File: src/rtl/cond_logic_mt.sv
// Multi-thread conditional-execution unit: one NZCV bank and one predicated-block
// FSM per hardware thread, gating PCSrc/RegWrite/MemWrite for the issuing thread.
module cond_logic_mt #(
  parameter int THREADS   = 2,
  parameter int TID_W     = 1,
  parameter int BLOCK_MAX = 4,
  parameter int CNT_W     = 3
) (
  input  logic             clk,
  input  logic             reset,
  input  logic             Valid,
  input  logic [TID_W-1:0] Tid,
  input  logic [3:0]       Cond,
  input  logic [3:0]       ALUFlags,
  input  logic [1:0]       FlagW,
  input  logic             PCS,
  input  logic             RegW,
  input  logic             MemW,
  input  logic             NoWrite,
  input  logic             BlkStart,
  input  logic [CNT_W-1:0] BlkLen,
  output logic             CondEx,
  output logic             PCSrc,
  output logic             RegWrite,
  output logic             MemWrite,
  output logic [3:0]       Flags,
  output logic             BlkActive
);

  typedef enum logic {IDLE, ACTIVE} state_t;

  localparam logic [CNT_W-1:0] BMAX = CNT_W'(BLOCK_MAX);

  logic [3:0]       flags_q [THREADS];
  state_t           st_q    [THREADS];
  logic [3:0]       bcond_q [THREADS];
  logic [CNT_W-1:0] bcnt_q  [THREADS];

  logic [THREADS-1:0] sel;
  logic [3:0]         cur_flags;
  logic [3:0]         cur_bcond;
  logic               cur_active;
  logic               vld;
  logic               cond_ok;
  logic               blk_ok;
  logic [CNT_W-1:0]   blk_len_sat;

  function automatic logic eval_cond(input logic [3:0] c, input logic [3:0] f);
    logic n, z, cy, v;
    {n, z, cy, v} = f;
    case (c)
      4'b0000: eval_cond = z;
      4'b0001: eval_cond = !z;
      4'b0010: eval_cond = cy;
      4'b0011: eval_cond = !cy;
      4'b0100: eval_cond = n;
      4'b0101: eval_cond = !n;
      4'b0110: eval_cond = v;
      4'b0111: eval_cond = !v;
      4'b1000: eval_cond = cy & !z;
      4'b1001: eval_cond = !cy | z;
      4'b1010: eval_cond = (n == v);
      4'b1011: eval_cond = (n != v);
      4'b1100: eval_cond = !z & (n == v);
      4'b1101: eval_cond = z | (n != v);
      4'b1110: eval_cond = 1'b1;
      default: eval_cond = 1'b0;
    endcase
  endfunction

  // Select the issuing thread's state; an out-of-range Tid matches no bank.
  always_comb begin
    sel        = '0;
    cur_flags  = 4'b0000;
    cur_bcond  = 4'b0000;
    cur_active = 1'b0;
    for (int t = 0; t < THREADS; t++) begin
      sel[t] = (Tid == TID_W'(t));
      if (sel[t]) begin
        cur_flags  = flags_q[t];
        cur_bcond  = bcond_q[t];
        cur_active = (st_q[t] == ACTIVE);
      end
    end
  end

  // Holding reset low also forces every gated output low.
  assign vld         = Valid & reset & (|sel);
  assign cond_ok     = eval_cond(Cond, cur_flags);
  assign blk_ok      = eval_cond(cur_bcond, cur_flags);
  assign blk_len_sat = (BlkLen > BMAX) ? BMAX : BlkLen;

  always_comb begin
    CondEx = 1'b0;
    if (vld && !BlkStart)
      CondEx = cur_active ? (cond_ok & blk_ok) : cond_ok;
  end

  assign PCSrc     = PCS & CondEx;
  assign MemWrite  = MemW & CondEx;
  assign RegWrite  = RegW & !NoWrite & CondEx;
  assign Flags     = cur_flags;
  assign BlkActive = cur_active;

  always_ff @(posedge clk or negedge reset) begin
    if (!reset) begin
      for (int t = 0; t < THREADS; t++) begin
        flags_q[t] <= 4'b0000;
        st_q[t]    <= IDLE;
        bcond_q[t] <= 4'b0000;
        bcnt_q[t]  <= '0;
      end
    end else begin
      for (int t = 0; t < THREADS; t++) begin
        if (vld && sel[t]) begin
          if (FlagW[1] && CondEx) flags_q[t][3:2] <= ALUFlags[3:2];
          if (FlagW[0] && CondEx) flags_q[t][1:0] <= ALUFlags[1:0];
          case (st_q[t])
            IDLE: begin
              if (BlkStart) begin
                bcond_q[t] <= Cond;
                bcnt_q[t]  <= blk_len_sat;
                if (BlkLen != '0) st_q[t] <= ACTIVE;
              end
            end
            default: begin
              if (PCS && CondEx) begin
                st_q[t]   <= IDLE;
                bcnt_q[t] <= '0;
              end else begin
                bcnt_q[t] <= bcnt_q[t] - CNT_W'(1);
                if (bcnt_q[t] == CNT_W'(1)) st_q[t] <= IDLE;
              end
            end
          endcase
        end
      end
    end
  end

endmodule

File: config.mk
export PLATFORM = sky130hd
export DESIGN_NAME = cond_logic_mt
export DESIGN_NICKNAME = d
export VERILOG_FILES = /design/src/rtl/cond_logic_mt.sv
export SDC_FILE = /design/constraint.sdc
export NUM_CORES = 1
export LEC_CHECK = 0
export BUFFER_PORTS_ARGS = -buffer_cell sky130_fd_sc_hd__buf_2
export CELL_PAD_IN_SITES_DETAIL_PLACEMENT = 0
export CELL_PAD_IN_SITES_GLOBAL_PLACEMENT = 1
export CORE_MARGIN = 4
export CORE_UTILIZATION = 44
export DETAILED_ROUTE_END_ITERATION = 8
export GPL_TIMING_DRIVEN = 0
export HOLD_SLACK_MARGIN = 0.1
export MAX_ROUTING_LAYER = met4
export PLACE_DENSITY_LB_ADDON = 0.15
export SYNTH_ARGS = -nofsm -noshare
export SYNTH_HDL_FRONTEND = slang
export SYNTH_SLANG_ARGS = --single-unit
File: constraint.sdc
create_clock -name clk -period 2.5 [get_ports clk]
set_input_delay 0 -clock clk [delete_from_list [all_inputs] [get_ports clk]]
set_output_delay 0 -clock clk [all_outputs]
set_load 0.005 [all_outputs]
After elaboration in Yosys (flattened, before gate mapping)
Cells that the tools add are included.
{"block": "totals", "wordCells": 104, "out_inout_bits": 9, "in_bits": 22, "regBits": 24}
{"block": "classes", "bitwise_logic": 13, "n_eq_ne": 32, "addsub": 2, "reduce_logical": 25, "n_lt_le_gt_ge": 1, "mux": 21}
{"operator": "4-bit equality test, second input constant", "n": 14}
{"operator": "4-bit by 3-bit equality test with 1-bit output, second input constant", "n": 8}
{"operator": "1-bit one-hot mux with 15 select lines", "n": 2}
{"operator": "3-bit two-way mux", "n": 6}
{"operator": "4-bit by 2-bit equality test with 1-bit output, second input constant", "n": 4}
{"operator": "2-bit AND reduction", "n": 6}
{"operator": "1-bit two-way mux", "n": 11}
{"operator": "1-bit AND", "n": 8}
{"operator": "4-bit by 1-bit equality test with 1-bit output, second input constant", "n": 2}
{"operator": "4-bit logical NOT", "n": 2}
{"operator": "4-bit two-way mux", "n": 2}
{"operator": "3-bit by 1-bit equality test with 1-bit output, second input constant", "n": 2}
{"operator": "1-bit logical AND", "n": 6}
{"operator": "1-bit logical NOT", "n": 6}
{"operator": "3-bit AND reduction", "n": 2}
{"operator": "3-bit by 1-bit subtractor with 3-bit output, second input constant", "n": 2}
{"operator": "2-bit nonzero test", "n": 2}
{"operator": "3-bit greater-than comparator, second input constant", "n": 1}
{"operator": "1-bit inverter", "n": 3}
{"operator": "3-bit nonzero test", "n": 1}
{"operator": "1-bit OR", "n": 2}
{"operator": "1-bit equality test", "n": 1}
{"operator": "1-bit != test", "n": 1}

Depth between registers and ports, before layout
Gate-level depths: netlist of the first run.
{"block": "logic_depth", "word_depth": 10, "ltp_mapped": 8, "ltp_nobuf": 6}

Worst setup path after synthesis of the first run
No wires, ideal clock.
{"block": "synth_timing", "path_type": "register to register", "startpoint": "register flags_q[6] in the netlist's numbering", "endpoint": "register bcnt_q[2] in the netlist's numbering", "setup_ns": 0.126, "setup_slack_ns": 0.234, "synth_period_minus_slack_ns": 2.266, "t_arrival_ns": 2.140, "path_stages_with_launch": 7, "path_cell_list": "dfrtp_1 nand2b_1 mux4_2 a211o_1 a21oi_4 o221ai_4 a221o_1"}
{"block": "synth_via", "elab_chain_cells": 10, "elab_cells_between_ends": 14, "cone_classes": "mux (7); bitwise (5); reduce/logical (2)"}
{"item": "start, declared", "line": "34", "text": "logic [3:0] flags_q [THREADS];"}
{"item": "start signal, assigned by index", "line": "116", "text": "if (FlagW[1] && CondEx) flags_q[t][3:2] <= ALUFlags[3:2];"}
{"item": "start signal, assigned by index", "line": "117", "text": "if (FlagW[0] && CondEx) flags_q[t][1:0] <= ALUFlags[1:0];"}
{"item": "4-bit two-way mux *", "line": "79", "text": "if (sel[t]) begin"}
{"item": "1-bit logical NOT", "line": "53, 60, 64"}
{"item": "1-bit AND (on tied branches)", "line": "64, 60"}
{"item": "1-bit one-hot mux with 15 select lines", "line": "51", "text": "case (c)"}
{"item": "1-bit AND", "line": "96", "text": "CondEx = cur_active ? (cond_ok & blk_ok) : cond_ok;"}
{"item": "1-bit two-way mux *", "line": "96"}
{"item": "1-bit two-way mux *", "line": "95", "text": "if (vld && !BlkStart)"}
{"item": "1-bit logical AND *", "line": "127", "text": "if (PCS && CondEx) begin"}
{"item": "3-bit two-way mux *", "line": "127"}
{"item": "3-bit two-way mux *", "line": "118", "text": "case (st_q[t])"}
{"item": "end signal, assigned by index", "line": "122", "text": "bcnt_q[t] <= blk_len_sat;"}
{"item": "end signal, assigned by index", "line": "131", "text": "bcnt_q[t] <= bcnt_q[t] - CNT_W'(1);"}
{"item": "end, declared", "line": "37", "text": "logic [CNT_W-1:0] bcnt_q [THREADS];"}
Every way passes the cells marked *; elsewhere a longest branch is shown, timed or not.
A chain may end at the register's enable or synchronous reset.

Worst setup path after layout of the first run
{"block": "layout_timing", "startpoint": "register flags_q[2] in the netlist's numbering", "endpoint": "register bcnt_q[2] in the netlist's numbering"}
The elaborated chain is that of the path after synthesis.

==> results of run 1 <==
[stage by stage]
step                power [mW]  utilization, %
floorplan               0.8048               -
detailed placement      0.9208           51.63
global placement        0.8967           51.63
global route             1.401           59.38
finish                   1.309           59.38
CTS                      1.274           55.97
[cell families after synthesis]
kind of cell	count (synthesis)	synth area share, %
xor+xnor	3	1.360
mux	33	20.27
simple gates	62	17.16
compound gates	43	21.63
flops	24	31.09
fa+ha+maj	4	2.591
buf+inv	26	5.893
[timing repair]
action,in CTS,in global routing
setup endpoints to repair,1,8
buffers inserted,2,9
hold buffers,7,0
endpoints found under the hold margin,34,0
resized for setup,0,12
pin swaps,1,6
[power by group]
part | total, mW | switching [mW] | internal (mW)
Sequential | 0.504 | 0.0536 | 0.450
Combinational | 0.469 | 0.247 | 0.222
Clock | 0.336 | 0.122 | 0.214
[area by class of cell]
type	count	area [um^2]
multi-input cells	145	1286
clock inverters	1	30.03
flip-flops and latches	24	600.6
fillers	363	1672
clock buffers	3	41.29
repair buffers	44	309.0
inverters	17	63.81
plain buffers	9	50.05
well taps	50	62.56
[cells in the mapped netlist (all sizes together), types with 4 or more instances]
cell | instances | share of area (%)
ha | 4 | 2.6
and2 | 4 | 1.3
nor3b | 4 | 1.6
nor2 | 10 | 1.9
nand2 | 14 | 2.7
o221ai | 5 | 4.5
nor4 | 6 | 1.9
o21ai | 7 | 1.8
nor2b | 5 | 1.6
o31ai | 4 | 1.6
mux2i | 12 | 6.9
nand2b | 6 | 1.9
dfrtp | 24 | 31
mux2 | 20 | 12
inv | 17 | 3.3
nor3 | 6 | 1.6
clkbuf | 6 | 1.2
[per-layer routing]
layer	global-route usage [%]	wire (um)	vias to the layer above
met5	-	0	-
met4	5.929	106	0
met3	1.892	213	10
met2	32.87	2510	47
met1	24.83	2173	863
li1	-	-	826
[flip-flops by register name (all words and copies together), names as in the netlist]
register,count
bcond_q,8
flags_q,8
bcnt_q,6
st_q,2
[tightest hold or removal path, delay by kind of cell]
kind	cells	cell delay, ps
buffers and inverters	1	120
AOI/OAI and AO/OA	2	250
[path summary, 6_finish.rpt]
kind                         endpoint  startpoint  slack [ps]
setup / recovery            bcnt_q[2]  flags_q[2]          30
hold / removal              bcnt_q[1]         PCS         140
max in group asynchronous  flags_q[6]       reset        2090
setup reg to reg            bcnt_q[2]  flags_q[2]          30
min in group asynchronous     st_q[1]       reset         260
hold reg to reg            bcond_q[3]  bcond_q[3]         510
==> impl_metrics.py, run 1 <==
metrics = {
    "setup_path": {
        "worst_setup_path_end_kind": "flip-flop",
        "crit_chain": "nand2b_4 > mux4_2 > a211o_1 > a21oi_4 > buf_12 > o221ai_4 > buf_6 > a221o_1",
        "startpoint_type": "flip-flop",
        "crit_cells": 8,
        "cp.arrival_ps": 2630,
        "critical_path_class": "flip-flop to flip-flop",
        "cpMaxStageDelayCell": "mux4_2",
        "required_ps": 2650,
        "crit_buf_inv": 2,
        "r2r_cells": 8,
        "critical-path-top-delay-family": "compound AO/OA/AOI/OAI gates",
        "cpPeakStageDelay_ps": 500,
        "path_max_fanout": 6,
    },
    "sta": {
        "setup_viol": 0,
        "whs_ps": 137.7,
        "hold_viol_final": 0,
        "finalCritPeriodShare_pct": 98.88,
        "tightest_slew_ps": 945.0,
        "final_max_slew_viol_count": 0,
        "clock-skew-final_ps": 3.844,
        "slew_headroom_pct": 36.12,
        "setup_ws_ps": 28.10,
        "rsz0062_at_grt": "true",
        "fin_setup_tns_ps": 0,
        "fmax_mhz": 404.5,
        "period_needed_ps": 2472,
    },
    "finish": {
        "fin_nets": 270,
        "num_antenna_cells": 0,
        "layout_common_cells": "27 x buf_2, 24 x dfrtp_1, 17 x inv_1",
        "drive_gt1_share_pct": 32.10,
        "design_area_um2": 2444,
        "final_cell_count_no_fill": 293,
        "areaGrowthSynthToFinish_pct": 26.49,
        "layout_commonest_cell": "buf_2",
    },
    "logic_synthesis": {
        "syn_area_per_cell_um2": 9.907,
        "yosys_warnings": 0,
        "synth_edf_count": 0,
        "synth_fp_nets": 221,
        "syn_area_um2": 1932,
        "synthDistinctLibCells": 49,
        "synth-seq-cells": 24,
        "synthCells": 195,
        "ys.flop_type": "dfrtp_1",
        "async_flop_share_pct": 100.0,
        "ys_seq_area_share_pct": 31.09,
    },
    "outcome": {
        "outcome": "completed",
    },
    "detailed_routing": {
        "wl_per_cell_um": 17.08,
        "drt-initial-drc-count": 61,
        "drc": 0,
        "final_antenna_net_count": 0,
        "dr_total_vias": 1746,
        "drtPass1Iterations": 4,
        "wl_um": 5004,
        "via_per_inst": 5.959,
    },
    "power": {
        "p_per_area_nw_per_um2": 535.6,
        "vdd_drop_max_uv": 332.5,
        "power.leakage_nw": 1.143,
    },
    "die": {
        "core_area_um2": 4115,
        "start_util_pct": 46.94,
        "dieArea_um2": 5515,
        "io_pins": 31,
        "die_w_um": 74.26,
        "die_y_um": 74.26,
        "rows": 23,
    },
    "placement": {
        "dp_slack_ps": 37.20,
        "gp_congestion": 0.8356,
        "dp.cells": 271,
        "io_buffers": 26,
        "placed_cell_area_um2": 2125,
        "hpwl_um": 3650,
    },
    "cts": {
        "cts_htree_levels": 1,
        "clk_pin_slew_ps": 90,
        "root_buffer": "clkbuf_8",
        "cts_tree": "done",
        "numCtsBuffers": 3,
        "clock-sinks": 24,
        "cts_max_path_buffers": 2,
        "worstSkewPairLatency_ps": 260,
    },
    "hold_path": {
        "min_path_cells": 3,
        "holdCritPathClass": "input port to flip-flop",
    },
    "job": {
        "maxCapViolCount": 0,
    },
    "grt": {
        "grt_start_max_net_pins": 25,
        "track_usage_pct": 19.52,
        "antenna_found_initial": 0,
        "grt_pass1_wl_um": 8162,
        "grt_pass1_vias": 1751,
        "grt_overflow": 0,
    },
}
(Power assumes the default switching activity.)
==> run 2: changes to the inputs <==
ABC_AREA = 1   (was default)
CORE_UTILIZATION = 39   (was 44)
==> run 2 against run 1 <==
Hold slack worse by 30 ps. Via count grew 14%. Synthesized area is 1.2% higher. Synthesized cell count grew 64%. Routed wire length decreased by 2.1%. Cell area decreased by 4.3%. Combinational power is 67% higher. Clock power decreased by 32%. Critical path type is now input port to flip-flop.
==> impl_metrics.py, run 2 <==
metrics = {
    "outcome": {
        "outcome": "completed",
    },
    "die": {
        "die_y_um": 78.81,
        "core_area_um2": 4786,
        "die_w_um": 78.81,
        "start_util_pct": 40.86,
        "io_pins": 31,
        "rows": 25,
        "dieArea_um2": 6211,
    },
    "finish": {
        "layout_commonest_cell": "nand2_1",
        "drive_gt1_share_pct": 17.96,
        "areaGrowthSynthToFinish_pct": 19.58,
        "fillers": 542,
        "multi_input_area_um2": 1134,
        "ff_latch_area_um2": 600.6,
        "fin_nets": 390,
        "num_antenna_cells": 0,
        "layout_common_cells": "111 x nand2_1, 43 x inv_1, 36 x nor2_1",
        "top_regs": "bcond_q x8, flags_q x8, bcnt_q x6",
        "design_area_um2": 2338,
    },
    "cts": {
        "cts_tree": "done",
        "cts_max_path_buffers": 2,
        "numCtsBuffers": 3,
        "clk_pin_slew_ps": 80,
        "worstSkewPairLatency_ps": 260,
        "clock-sinks": 24,
        "root_buffer": "clkbuf_8",
        "cts_htree_levels": 1,
    },
    "sta": {
        "setup_viol": 0,
        "fmax_mhz": 471.5,
        "clock-skew-final_ps": 1.450,
        "slew_headroom_pct": 65.47,
        "finalCritPeriodShare_pct": 84.83,
        "final_max_slew_viol_count": 0,
        "period_needed_ps": 2121,
        "tightest_slew_ps": 515.2,
        "fin_setup_tns_ps": 0,
        "hold_viol_final": 0,
        "rsz0062_at_grt": "false",
    },
    "setup_path": {
        "required_ps": 2650,
        "r2r_cells": 15,
        "critical_path_class": "input port to flip-flop",
        "path_max_fanout": 25,
        "worst_setup_path_end_kind": "flip-flop",
        "startpoint_type": "input port",
        "crit_chain": "dlygate4sd3_1 > clkbuf_4 > nand2_1 > nor2_2 > inv_1 > a21oi_1 > inv_1 > a31oi_1 > a21oi_1",
        "rr_endpoint": "st_q[1]",
        "r2r_start": "flags_q[3]",
        "cp.arrival_ps": 2280,
        "cpPeakStageDelay_ps": 520,
        "reg2reg_setup_slack_ps": 600,
        "cpMaxStageDelayCell": "dlygate4sd3_1",
    },
    "logic_synthesis": {
        "synth_top_area_share_pct": 30.71,
        "ys.flop_type": "dfrtp_1",
        "synth_area_leaders": "dfrtp_1 31%, nand2_1 21%, nand3_1 8.7%",
        "syn_area_um2": 1956,
        "synth_largest_area_cell": "dfrtp_1",
        "yosysMostFrequentCell": "nand2_1",
        "async_flop_share_pct": 100.0,
        "ys_seq_area_share_pct": 30.71,
        "synthDistinctLibCells": 23,
        "synth-seq-cells": 24,
        "synth_edf_count": 0,
        "syn_area_per_cell_um2": 6.130,
        "yosys_warnings": 0,
        "synth_common_cells": "111 x nand2_1, 43 x inv_1, 36 x nor2_1",
        "synth_fp_nets": 345,
        "synthCells": 319,
    },
    "power": {
        "p_switching_uw": 709.4,
        "p_comb_share_pct": 47.6,
        "power.leakage_nw": 1.305,
        "p_per_area_nw_per_um2": 702.2,
        "intPower_uw": 932.7,
        "p_sw_share_pct": 43.20,
        "vdd_drop_max_uv": 468.2,
        "seq_power_share_pct": 38.6,
        "total_power_mw": 1.642,
        "power_frac_clock_pct": 13.9,
    },
    "detailed_routing": {
        "drc": 0,
        "via_per_inst": 4.629,
        "wl_per_cell_um": 11.42,
        "wl_um": 4898,
        "drt-initial-drc-count": 107,
        "final_antenna_net_count": 0,
        "dr_total_vias": 1986,
        "drtPass1Iterations": 4,
    },
    "grt": {
        "grt_pass1_vias": 1845,
        "track_usage_pct": 17.17,
        "grt_overflow": 0,
        "grt_start_max_net_pins": 26,
        "grt_pass1_wl_um": 8418,
        "antenna_found_initial": 0,
    },
    "hold_path": {
        "worstHoldEndpoint": "bcnt_q[2]",
        "holdCritPathClass": "input port to flip-flop",
        "hp-start": "BlkLen[2]",
        "min_path_cells": 3,
    },
    "placement": {
        "placed_cell_area_um2": 2185,
        "gp_congestion": 0.8351,
        "hpwl_um": 3924,
        "io_buffers": 29,
    },
    "job": {
        "maxCapViolCount": 0,
    },
}
run 2: changes by cell type after synthesis, moves of 11 or more:
cell	delta
nand2_1	+97
nand3_1	+32
inv_1	+26
nor2_1	+26
nand2_2	+12
a21oi_1	+11
mux2_2	-11
mux2i_1	-11
run 2: worst max path at each step:
stage	slack [ps]	end	cells after the start	start
final	380	bcnt_q[3]	9	reset
after global routing	160	bcnt_q[3]	9	reset
after global placement	400	bcnt_q[5]	8	reset
after floorplan	950	flags_q[0]	14	bcond_q[3]
after CTS	170	bcnt_q[3]	9	reset
after detailed placement	430	bcnt_q[3]	8	reset
run 2: per-layer routing:
layer	vias up	GRT usage, %	routed length (um)
met5	-	-	0
met4	0	3.608	44
met3	4	2.154	179
met2	33	29.29	2297
met1	880	22.03	2377
li1	1069	-	-
run 2: what timing repair did:
action | CTS | global route
hold endpoints to repair | 42 | 0
endpoints found under the setup margin | 0 | 5
setup buffers | 0 | 0
gates resized for setup | 0 | 1
hold buffers | 11 | 0
run 2: final cells by class:
class                   instances  share of cell area [%]
inverters                      49                   7.865
flip-flops and latches         24                   25.68
plain buffers                   4                   1.605
multi-input cells             242                   48.48
clock buffers                   3                   1.766
well taps                      67                   3.585
repair buffers                 40                   11.02
run 2: through the flow:
| step | hold WS [ps] | util [%] | worst slack, ps | cells |
|---|---|---|---|---|
| 3_5_place_dp | 25.97 | 45.65 | 428.9 | 415 |
| 6_report | 108.0 | 48.86 | 379.2 | 429 |
| 4_1_cts | 101.0 | 48.81 | 170.7 | 429 |
| 5_1_grt | 121.4 | 48.86 | 160.6 | 429 |
| 2_1_floorplan | -295.6 | - | 948.2 | 319 |
| 3_3_place_gp | 27.65 | 45.65 | 398.4 | 415 |
run 2: cells by family (layout without fill, tap and decap cells):
kind of cell / count (synthesis) / in the layout / share of synthesized area (%)
and+or+nand+nor: 211 / 211 / 47.79
xor gates and xnor gates: 2 / 2 / 0.8959
buffers and inverters: 53 / 96 / 11.32
AOI/OAI and AO/OA: 25 / 25 / 6.718
DFF: 24 / 24 / 30.71
adders and majority gates: 4 / 4 / 2.559
run 2: power by group through the flow:
stage / logic [mW] / registers [mW] / clock network (mW)
finish: 0.781 / 0.633 / 0.228
global route: 0.924 / 0.657 / 0.259
CTS: 0.791 / 0.637 / 0.237
detailed placement: 0.775 / 0.644 / 0
global placement: 0.768 / 0.635 / 0
floorplan: 0.608 / 0.618 / 0
run 2: critical path: cells and delay by family:
family,cells,cell delay [ps]
simple gates,2,580
compound gates,3,560
buf+inv,4,1120
